--- config.mk ---
export PLATFORM = sky130hd
export DESIGN_NAME = id_stage
export DESIGN_NICKNAME = d
export VERILOG_FILES = /design/src/rtl/rv32i_pkg.sv /design/src/rtl/id_regfile.sv /design/src/rtl/id_stage.sv
export SDC_FILE = /design/constraint.sdc
export NUM_CORES = 2
export LEC_CHECK = 0
export BUFFER_PORTS_ARGS = -buffer_cell sky130_fd_sc_hd__buf_2
export CAP_MARGIN = 5
export CORE_MARGIN = 1.5
export CORE_UTILIZATION = 25
export DETAILED_ROUTE_END_ITERATION = 10
export PLACE_DENSITY = 0.43
export SYNTH_ARGS = -nofsm -noshare
export SYNTH_HDL_FRONTEND = slang
export SYNTH_HIERARCHICAL = 1
export SYNTH_SLANG_ARGS = --single-unit
export TNS_END_PERCENT = 50
--- constraint.sdc ---
create_clock -name clk -period 5.7 [get_ports clk]
set_clock_uncertainty 0.05 [all_clocks]
set_input_delay 0.57 -clock clk [delete_from_list [all_inputs] [get_ports clk]]
set_output_delay 0.57 -clock clk [all_outputs]
set_load 0.02 [all_outputs]
--- src/rtl/rv32i_pkg.sv ---
// Shared RV32I decode types: opcodes, immediate formats, ALU encodings, ID/EX bundle.
// Latency: n/a (types, constants and pure functions only).
// Backpressure: n/a.
package rv32i_pkg;

    localparam int XLEN   = 32;
    localparam int REG_AW = 5;

    localparam logic [6:0] OP_LUI    = 7'b0110111;
    localparam logic [6:0] OP_AUIPC  = 7'b0010111;
    localparam logic [6:0] OP_JAL    = 7'b1101111;
    localparam logic [6:0] OP_JALR   = 7'b1100111;
    localparam logic [6:0] OP_BRANCH = 7'b1100011;
    localparam logic [6:0] OP_LOAD   = 7'b0000011;
    localparam logic [6:0] OP_STORE  = 7'b0100011;
    localparam logic [6:0] OP_IMM    = 7'b0010011;
    localparam logic [6:0] OP_REG    = 7'b0110011;

    typedef enum logic [2:0] {IMM_I, IMM_S, IMM_SB, IMM_UJ, IMM_U} imm_sel_e;

    localparam logic [3:0] ALU_ADD   = 4'd0;
    localparam logic [3:0] ALU_SUB   = 4'd1;
    localparam logic [3:0] ALU_SLL   = 4'd2;
    localparam logic [3:0] ALU_SLT   = 4'd3;
    localparam logic [3:0] ALU_SLTU  = 4'd4;
    localparam logic [3:0] ALU_XOR   = 4'd5;
    localparam logic [3:0] ALU_SRL   = 4'd6;
    localparam logic [3:0] ALU_SRA   = 4'd7;
    localparam logic [3:0] ALU_OR    = 4'd8;
    localparam logic [3:0] ALU_AND   = 4'd9;
    localparam logic [3:0] ALU_PASSB = 4'd10;

    // Write-back source select carried to EX/MEM/WB.
    localparam logic [1:0] WB_ALU = 2'd0;
    localparam logic [1:0] WB_MEM = 2'd1;
    localparam logic [1:0] WB_PC4 = 2'd2;

    typedef struct packed {
        logic [XLEN-1:0]   pc;
        logic [XLEN-1:0]   rs1_data;
        logic [XLEN-1:0]   rs2_data;
        logic [XLEN-1:0]   imm;
        logic [REG_AW-1:0] rs1;
        logic [REG_AW-1:0] rs2;
        logic [REG_AW-1:0] rd;
        logic [2:0]        fun3;
        logic [3:0]        alu_control;
        logic              op_a_sel;    // 0: rs1, 1: pc
        logic              op_b_sel;    // 0: rs2, 1: imm
        logic              load;
        logic              store;
        logic              branch;
        logic              jalr;
        logic              reg_write;
        logic [1:0]        mem_to_reg;
        logic              illegal;
    } id_ex_t;

    function automatic logic [XLEN-1:0] gen_imm(input logic [31:0] ins, input imm_sel_e sel);
        logic [XLEN-1:0] imm;
        case (sel)
            IMM_S:   imm = {{20{ins[31]}}, ins[31:25], ins[11:7]};
            IMM_SB:  imm = {{19{ins[31]}}, ins[31], ins[7], ins[30:25], ins[11:8], 1'b0};
            IMM_UJ:  imm = {{11{ins[31]}}, ins[31], ins[19:12], ins[20], ins[30:21], 1'b0};
            IMM_U:   imm = {ins[31:12], 12'h000};
            default: imm = {{20{ins[31]}}, ins[31:20]};
        endcase
        return imm;
    endfunction

    // alt selects SUB/SRA; caller decides when instr[30] is meaningful.
    function automatic logic [3:0] alu_fn(input logic [2:0] f3, input logic alt);
        logic [3:0] op;
        case (f3)
            3'b000:  op = alt ? ALU_SUB : ALU_ADD;
            3'b001:  op = ALU_SLL;
            3'b010:  op = ALU_SLT;
            3'b011:  op = ALU_SLTU;
            3'b100:  op = ALU_XOR;
            3'b101:  op = alt ? ALU_SRA : ALU_SRL;
            3'b110:  op = ALU_OR;
            default: op = ALU_AND;
        endcase
        return op;
    endfunction

endpackage

--- src/rtl/id_regfile.sv ---
// 2-read/1-write integer register file, x0 hard-wired to zero, optional WB bypass.
// Latency: reads combinational; writes land on the clock edge.
// Backpressure: none; writes are never stalled.
module id_regfile
    import rv32i_pkg::*;
#(
    parameter int DataWidth  = 32,
    parameter int RegAddress = 5,
    parameter int BypassEn   = 1
) (
    input  logic                  clk,
    input  logic                  rst,
    input  logic [RegAddress-1:0] rs1,
    input  logic [RegAddress-1:0] rs2,
    output logic [DataWidth-1:0]  rs1_data,
    output logic [DataWidth-1:0]  rs2_data,
    input  logic                  wb_en,
    input  logic [RegAddress-1:0] wb_rd,
    input  logic [DataWidth-1:0]  wb_data
);

    localparam int NumRegs = 2 ** RegAddress;

    logic [DataWidth-1:0] regs [NumRegs];

    // Storage: synchronous clear, write-back of any register except x0.
    always_ff @(posedge clk) begin
        if (!rst) begin
            for (int i = 0; i < NumRegs; i++) regs[i] <= '0;
        end else if (wb_en && wb_rd != '0) begin
            regs[wb_rd] <= wb_data;
        end
    end

    // Port 1 read: x0 forced to zero, same-cycle WB value wins when bypass is built.
    always_comb begin
        rs1_data = regs[rs1];
        if (rs1 == '0)
            rs1_data = '0;
        else if (BypassEn != 0 && wb_en && wb_rd == rs1)
            rs1_data = wb_data;
    end

    // Port 2 read: same rules as port 1.
    always_comb begin
        rs2_data = regs[rs2];
        if (rs2 == '0)
            rs2_data = '0;
        else if (BypassEn != 0 && wb_en && wb_rd == rs2)
            rs2_data = wb_data;
    end

endmodule

--- src/rtl/id_stage.sv ---
// RV32I decode stage: decode, operand read with WB bypass, load-use bubble, ID/EX register.
// Latency: one cycle from if_valid&if_ready to ex_valid; one instruction per cycle unstalled.
// Backpressure: holds the bundle and drops if_ready while ex_ready=0 or on a load-use hazard.
module id_stage
    import rv32i_pkg::*;
#(
    parameter int DataWidth  = 32,
    parameter int RegAddress = 5,
    parameter int BypassEn   = 1,
    parameter int CntWidth   = 16
) (
    input  logic                  clk,
    input  logic                  rst,
    input  logic                  if_valid,
    output logic                  if_ready,
    input  logic [DataWidth-1:0]  if_instr,
    input  logic [DataWidth-1:0]  if_pc,
    input  logic                  wb_en,
    input  logic [RegAddress-1:0] wb_rd,
    input  logic [DataWidth-1:0]  wb_data,
    input  logic                  flush,
    output logic                  ex_valid,
    input  logic                  ex_ready,
    output id_ex_t                ex_bundle,
    output logic [CntWidth-1:0]   bubble_cnt
);

    typedef enum logic {EMPTY = 1'b0, FULL = 1'b1} pipe_state_e;

    pipe_state_e           state, state_nxt;
    logic [RegAddress-1:0] rs1, rs2;
    logic [DataWidth-1:0]  rs1_data, rs2_data;
    logic                  uses_rs1, uses_rs2, has_imm, hazard, adv, load_en, bubble_inc;
    imm_sel_e              imm_sel;
    id_ex_t                bundle_nxt;

    assign rs1 = if_instr[19:15];
    assign rs2 = if_instr[24:20];

    id_regfile #(
        .DataWidth  (DataWidth),
        .RegAddress (RegAddress),
        .BypassEn   (BypassEn)
    ) u_regfile (
        .clk      (clk),
        .rst      (rst),
        .rs1      (rs1),
        .rs2      (rs2),
        .rs1_data (rs1_data),
        .rs2_data (rs2_data),
        .wb_en    (wb_en),
        .wb_rd    (wb_rd),
        .wb_data  (wb_data)
    );

    // Decode: control fields, operand usage and immediate format from the opcode.
    always_comb begin
        bundle_nxt          = '0;
        bundle_nxt.pc       = if_pc;
        bundle_nxt.rs1_data = rs1_data;
        bundle_nxt.rs2_data = rs2_data;
        bundle_nxt.rs1      = rs1;
        bundle_nxt.rs2      = rs2;
        bundle_nxt.rd       = if_instr[11:7];
        bundle_nxt.fun3     = if_instr[14:12];
        bundle_nxt.op_b_sel = 1'b1;
        imm_sel             = IMM_I;
        has_imm             = 1'b1;
        uses_rs1            = 1'b0;
        uses_rs2            = 1'b0;
        case (if_instr[6:0])
            OP_LUI: begin
                imm_sel                = IMM_U;
                bundle_nxt.alu_control = ALU_PASSB;
                bundle_nxt.reg_write   = 1'b1;
            end
            OP_AUIPC: begin
                imm_sel              = IMM_U;
                bundle_nxt.op_a_sel  = 1'b1;
                bundle_nxt.reg_write = 1'b1;
            end
            OP_JAL: begin
                imm_sel               = IMM_UJ;
                bundle_nxt.op_a_sel   = 1'b1;
                bundle_nxt.reg_write  = 1'b1;
                bundle_nxt.mem_to_reg = WB_PC4;
            end
            OP_JALR: begin
                uses_rs1              = 1'b1;
                bundle_nxt.jalr       = 1'b1;
                bundle_nxt.reg_write  = 1'b1;
                bundle_nxt.mem_to_reg = WB_PC4;
            end
            OP_BRANCH: begin
                imm_sel                = IMM_SB;
                uses_rs1               = 1'b1;
                uses_rs2               = 1'b1;
                bundle_nxt.branch      = 1'b1;
                bundle_nxt.op_b_sel    = 1'b0;
                bundle_nxt.alu_control = ALU_SUB;
            end
            OP_LOAD: begin
                uses_rs1              = 1'b1;
                bundle_nxt.load       = 1'b1;
                bundle_nxt.reg_write  = 1'b1;
                bundle_nxt.mem_to_reg = WB_MEM;
            end
            OP_STORE: begin
                imm_sel          = IMM_S;
                uses_rs1         = 1'b1;
                uses_rs2         = 1'b1;
                bundle_nxt.store = 1'b1;
            end
            OP_IMM: begin
                uses_rs1               = 1'b1;
                bundle_nxt.reg_write   = 1'b1;
                bundle_nxt.alu_control = alu_fn(if_instr[14:12],
                                                (if_instr[14:12] == 3'b101) && if_instr[30]);
            end
            OP_REG: begin
                has_imm                = 1'b0;
                uses_rs1               = 1'b1;
                uses_rs2               = 1'b1;
                bundle_nxt.op_b_sel    = 1'b0;
                bundle_nxt.reg_write   = 1'b1;
                bundle_nxt.alu_control = alu_fn(if_instr[14:12], if_instr[30]);
            end
            default: begin
                // Unknown opcode: no side effects, EX raises the exception from illegal.
                has_imm             = 1'b0;
                bundle_nxt.op_b_sel = 1'b0;
                bundle_nxt.illegal  = 1'b1;
            end
        endcase
        bundle_nxt.imm = has_imm ? gen_imm(if_instr, imm_sel) : '0;
    end

    assign ex_valid = (state == FULL);
    assign adv      = !ex_valid || ex_ready;
    assign hazard   = if_valid && ex_valid && ex_bundle.load && (ex_bundle.rd != '0) &&
                      ((uses_rs1 && rs1 == ex_bundle.rd) || (uses_rs2 && rs2 == ex_bundle.rd));

    // Pipeline control: flush beats hazard beats back-pressure; if_ready low in reset.
    always_comb begin
        state_nxt  = state;
        if_ready   = 1'b0;
        load_en    = 1'b0;
        bubble_inc = 1'b0;
        if (rst) begin
            if (flush) begin
                if_ready  = 1'b1;
                state_nxt = EMPTY;
            end else if (hazard) begin
                if (adv) begin
                    state_nxt  = EMPTY;
                    bubble_inc = 1'b1;
                end
            end else if (adv) begin
                if_ready  = 1'b1;
                load_en   = if_valid;
                state_nxt = if_valid ? FULL : EMPTY;
            end
        end
    end

    // State, ID/EX bundle and saturating bubble counter.
    always_ff @(posedge clk) begin
        if (!rst) begin
            state      <= EMPTY;
            ex_bundle  <= '0;
            bubble_cnt <= '0;
        end else begin
            state <= state_nxt;
            if (load_en) ex_bundle <= bundle_nxt;
            if (bubble_inc && bubble_cnt != '1) bubble_cnt <= bubble_cnt + 1'b1;
        end
    end

endmodule

==> impl_metrics.env <==
export IMPL_status="complete, no violations"
export IMPL_whs_path_depth=3
export IMPL_io_pins=285
export IMPL_die_h_um=504
export IMPL_postCtsSetupBuffers=0
export IMPL_cts_tree="done"
export IMPL_instances_no_fill=8325
export IMPL_dp_cells=8001
export IMPL_vias_per_cell=5.21
export IMPL_period_needed_ps=3160
export IMPL_synth_cell_types=76
export IMPL_synth_area_per_cell_um2=13.5
export IMPL_holdPathEnd="ex_bundle[63]"
export IMPL_async_flop_share=0
export IMPL_rrSetupSlack_ps=3210
export IMPL_placed_area_um2=68600
export IMPL_fmax_mhz=316
export IMPL_clock_sinks=1200
export IMPL_numPortBuffers=284
export IMPL_worst_slack_ps=2540
export IMPL_tightest_slew_ps=1300
export IMPL_final_common_cell="edfxtp_1"
export IMPL_clockPowerShare=0.416
export IMPL_clk_pin_slew_ps=60
export IMPL_insertion_delay_ps=820
export IMPL_core_area_um2=249000
export IMPL_cp_common_cell="buf_4"
export IMPL_hold_path_class="in -> reg"
export IMPL_dp_slack_ps=1910
export IMPL_clockRootBuffer="clkbuf_16"
export IMPL_rsz0062_at_grt="false"
export IMPL_rr_startpoint="ex_bundle[18]"
export IMPL_placementRows=183
export IMPL_final_cell_area_um2=73700
export IMPL_worstSetupEndpointType="output pin"
export IMPL_p_int_mw=16.3
export IMPL_clk_path_buf_depth=3
export IMPL_final_cell_mix="1024 x edfxtp_1, 997 x and2_1, 437 x mux2i_1"
export IMPL_die_area_um2=254000
export IMPL_ys_ff_latch=1200
export IMPL_maxSlewViolCount=0
export IMPL_dpl_hpwl_mm=178
export IMPL_p_leak_nw=27.2
export IMPL_fin_setup_tns_ps=0
export IMPL_grt_max_degree=93
export IMPL_grt_pass1_vias=42900
export IMPL_place_congestion=0.841
export IMPL_power_mw=22.4
export IMPL_wl_per_cell_um=33.6
export IMPL_hold_start="if_instr[31]"
export IMPL_syn_to_final_growth_pct=17.7
export IMPL_via_count=43400
export IMPL_seqPwrFrac=0.460
export IMPL_slew_headroom=0.130
export IMPL_cts_resized=0
export IMPL_p_per_area_nw_per_um2=303
export IMPL_finalHoldViolations=0
export IMPL_swShare=0.272
export IMPL_critPathRequiredTime_ps=5080
export IMPL_numCtsBuffers=147
export IMPL_yosys_warnings=6
export IMPL_ir_drop_uv=279
export IMPL_synth_edf_count=1024
export IMPL_antenna_left=0
export IMPL_start_util=0.252
export IMPL_cp_arrival_ps=2540
export IMPL_p_comb_frac=0.125
export IMPL_syn_inst=4649
export IMPL_critPathKind="in -> out"
export IMPL_start_kind="primary input"
export IMPL_path_cells="buf_4 > buf_4 > xnor2_1 > nand4_1 > nor3_4 > o21ai_2 > a21oi_1 > nor2_1 > buf_2"
export IMPL_setup_viol=0
export IMPL_synth_area_um2=62600
export IMPL_h_tree_depth=4
export IMPL_maxCapViolCount=0
export IMPL_grt_use_total=0.217
export IMPL_wirelength_mm=280
export IMPL_rr_worst_depth=7
export IMPL_critPathSlowestCell="buf_4"
export IMPL_drive_above_1_share=0.235
export IMPL_finalCritPeriodShare=0.555
export IMPL_seq_area_frac_synth=0.547
export IMPL_drt_pre_antenna_iters=6
export IMPL_drt_iter0_drc=5061
export IMPL_synth_flop_cell="edfxtp_1"
export IMPL_cp_max_fo=23
export IMPL_antenna_found_initial=44
export IMPL_nNetsFinal=4973
export IMPL_max_stage_delay_ps=400
export IMPL_overflow=0
export IMPL_regToRegEndpoint="ex_bundle[85]"
export IMPL_drc_errors=0
export IMPL_p_sw_mw=6.08
export IMPL_die_x_um=504
export IMPL_grt_pass1_wl_mm=377
## through the flow
| step | util | hold WS [ps] |
|---|---|---|
| 6_report | 0.296 | 69.5 |
| 5_1_grt | 0.296 | 46.9 |
| 4_1_cts | 0.296 | 12.2 |
| 3_5_place_dp | 0.276 | 400 |
| 3_3_place_gp | 0.275 | 392 |
| 2_1_floorplan | - | 486 |
## Yosys cell counts, drive strengths merged (9+ instances only)
| library cell | n | area share |
|---|---|---|
| nand4 | 11 | 0.0011 |
| dfxtp | 176 | 0.056 |
| a211oi | 33 | 0.0040 |
| o221a | 11 | 0.0020 |
| nand2 | 282 | 0.017 |
| mux2i | 437 | 0.070 |
| mux4 | 400 | 0.14 |
| edfxtp | 1024 | 0.49 |
| or3 | 10 | 0.0010 |
| o21ai | 106 | 0.0086 |
| a221o | 15 | 0.0024 |
| buf | 154 | 0.016 |
| inv | 121 | 0.0073 |
| a21oi | 86 | 0.0069 |
| a22oi | 118 | 0.014 |
| xnor2 | 20 | 0.0028 |
| clkbuf | 306 | 0.018 |
| and2 | 1001 | 0.10 |
| or4 | 12 | 0.0015 |
| o221ai | 37 | 0.0052 |
| o22ai | 41 | 0.0041 |
| nand3 | 31 | 0.0026 |
| a32o | 33 | 0.0053 |
| nor2 | 72 | 0.0043 |
| o211ai | 9 | 0.0012 |
## timing repair
| item | in CTS | in global routing |
|---|---|---|
| hold endpoints to repair | 45 | 0 |
| hold buffers | 45 | 0 |
| endpoints found under the setup margin | 0 | 0 |
## layout make-up
type / count / area (um2)
clock buffers: 197 / 4090
diodes: 9 / 22.5
well taps: 3330 / 4170
multi-input cells: 2899 / 26500
inverters: 121 / 454
clock inverters: 73 / 562
fillers: 25100 / 175000
flip-flops and latches: 1200 / 34300
repair buffers: 496 / 3650
## sequential cells by signal, indices dropped and copies added (netlist names)
signal and flops:
ex_valid 1, u_regfile/regs 1024, bubble_cnt 16, ex_bundle 159
## worst max-delay path by stage
| stage | from | to | slack (ps) | cells past startpoint |
|---|---|---|---|---|
| floorplan | wb_rd[3] | u_regfile/regs[4][0] | 1520 | 4 |
| detailed placement | if_instr[20] | ex_bundle[93] | 1910 | 9 |
| CTS | if_instr[22] | if_ready | 2440 | 9 |
| finish | if_instr[22] | if_ready | 2540 | 9 |
| global placement | if_instr[20] | ex_bundle[93] | 1900 | 9 |
| global route | if_instr[22] | if_ready | 2380 | 9 |
## power by group through the flow
| stage | Combinational, mW | Sequential [mW] | Clock (mW) |
|---|---|---|---|
| 2_1_floorplan | 1.50 | 10.4 | 0 |
| 3_3_place_gp | 2.76 | 10.4 | 0 |
| 3_5_place_dp | 2.75 | 10.5 | 0 |
| 4_1_cts | 2.79 | 10.3 | 9.47 |
| 5_1_grt | 2.89 | 10.3 | 9.78 |
| 6_report | 2.79 | 10.3 | 9.30 |
## cells by family (layout without fill, tap and decap cells)
| group | Yosys count | in the layout | synth area share |
|---|---|---|---|
| AND/OR/NAND/NOR | 1468 | 1468 | 0.134 |
| flip-flops | 1200 | 1200 | 0.547 |
| multiplexers | 841 | 841 | 0.214 |
| buffers and inverters | 581 | 887 | 0.0420 |
| AO/OA/AOI/OAI | 536 | 536 | 0.0596 |
| XOR/XNOR | 21 | 21 | 0.00294 |
| adder cells (fa/ha/maj) | 1 | 1 | 0.000200 |
| other | 1 | 41 | 0.0000599 |
## metal layers
metal / global-route usage / vias up / wire length (um)
met5: 0 / - / 41
met4: 0.0779 / 6 / 10900
met3: 0.0378 / 432 / 21100
met2: 0.351 / 2150 / 130000
met1: 0.290 / 23000 / 118000
li1: - / 17800 / -
## worst max-delay path, delay by kind of cell
family                    cells  cell delay, ps
buffers and inverters         3             970
and+or+nand+nor               3             520
AOI/OAI and AO/OA             2             310
xor gates and xnor gates      1             160
(Power assumes the default switching activity.)
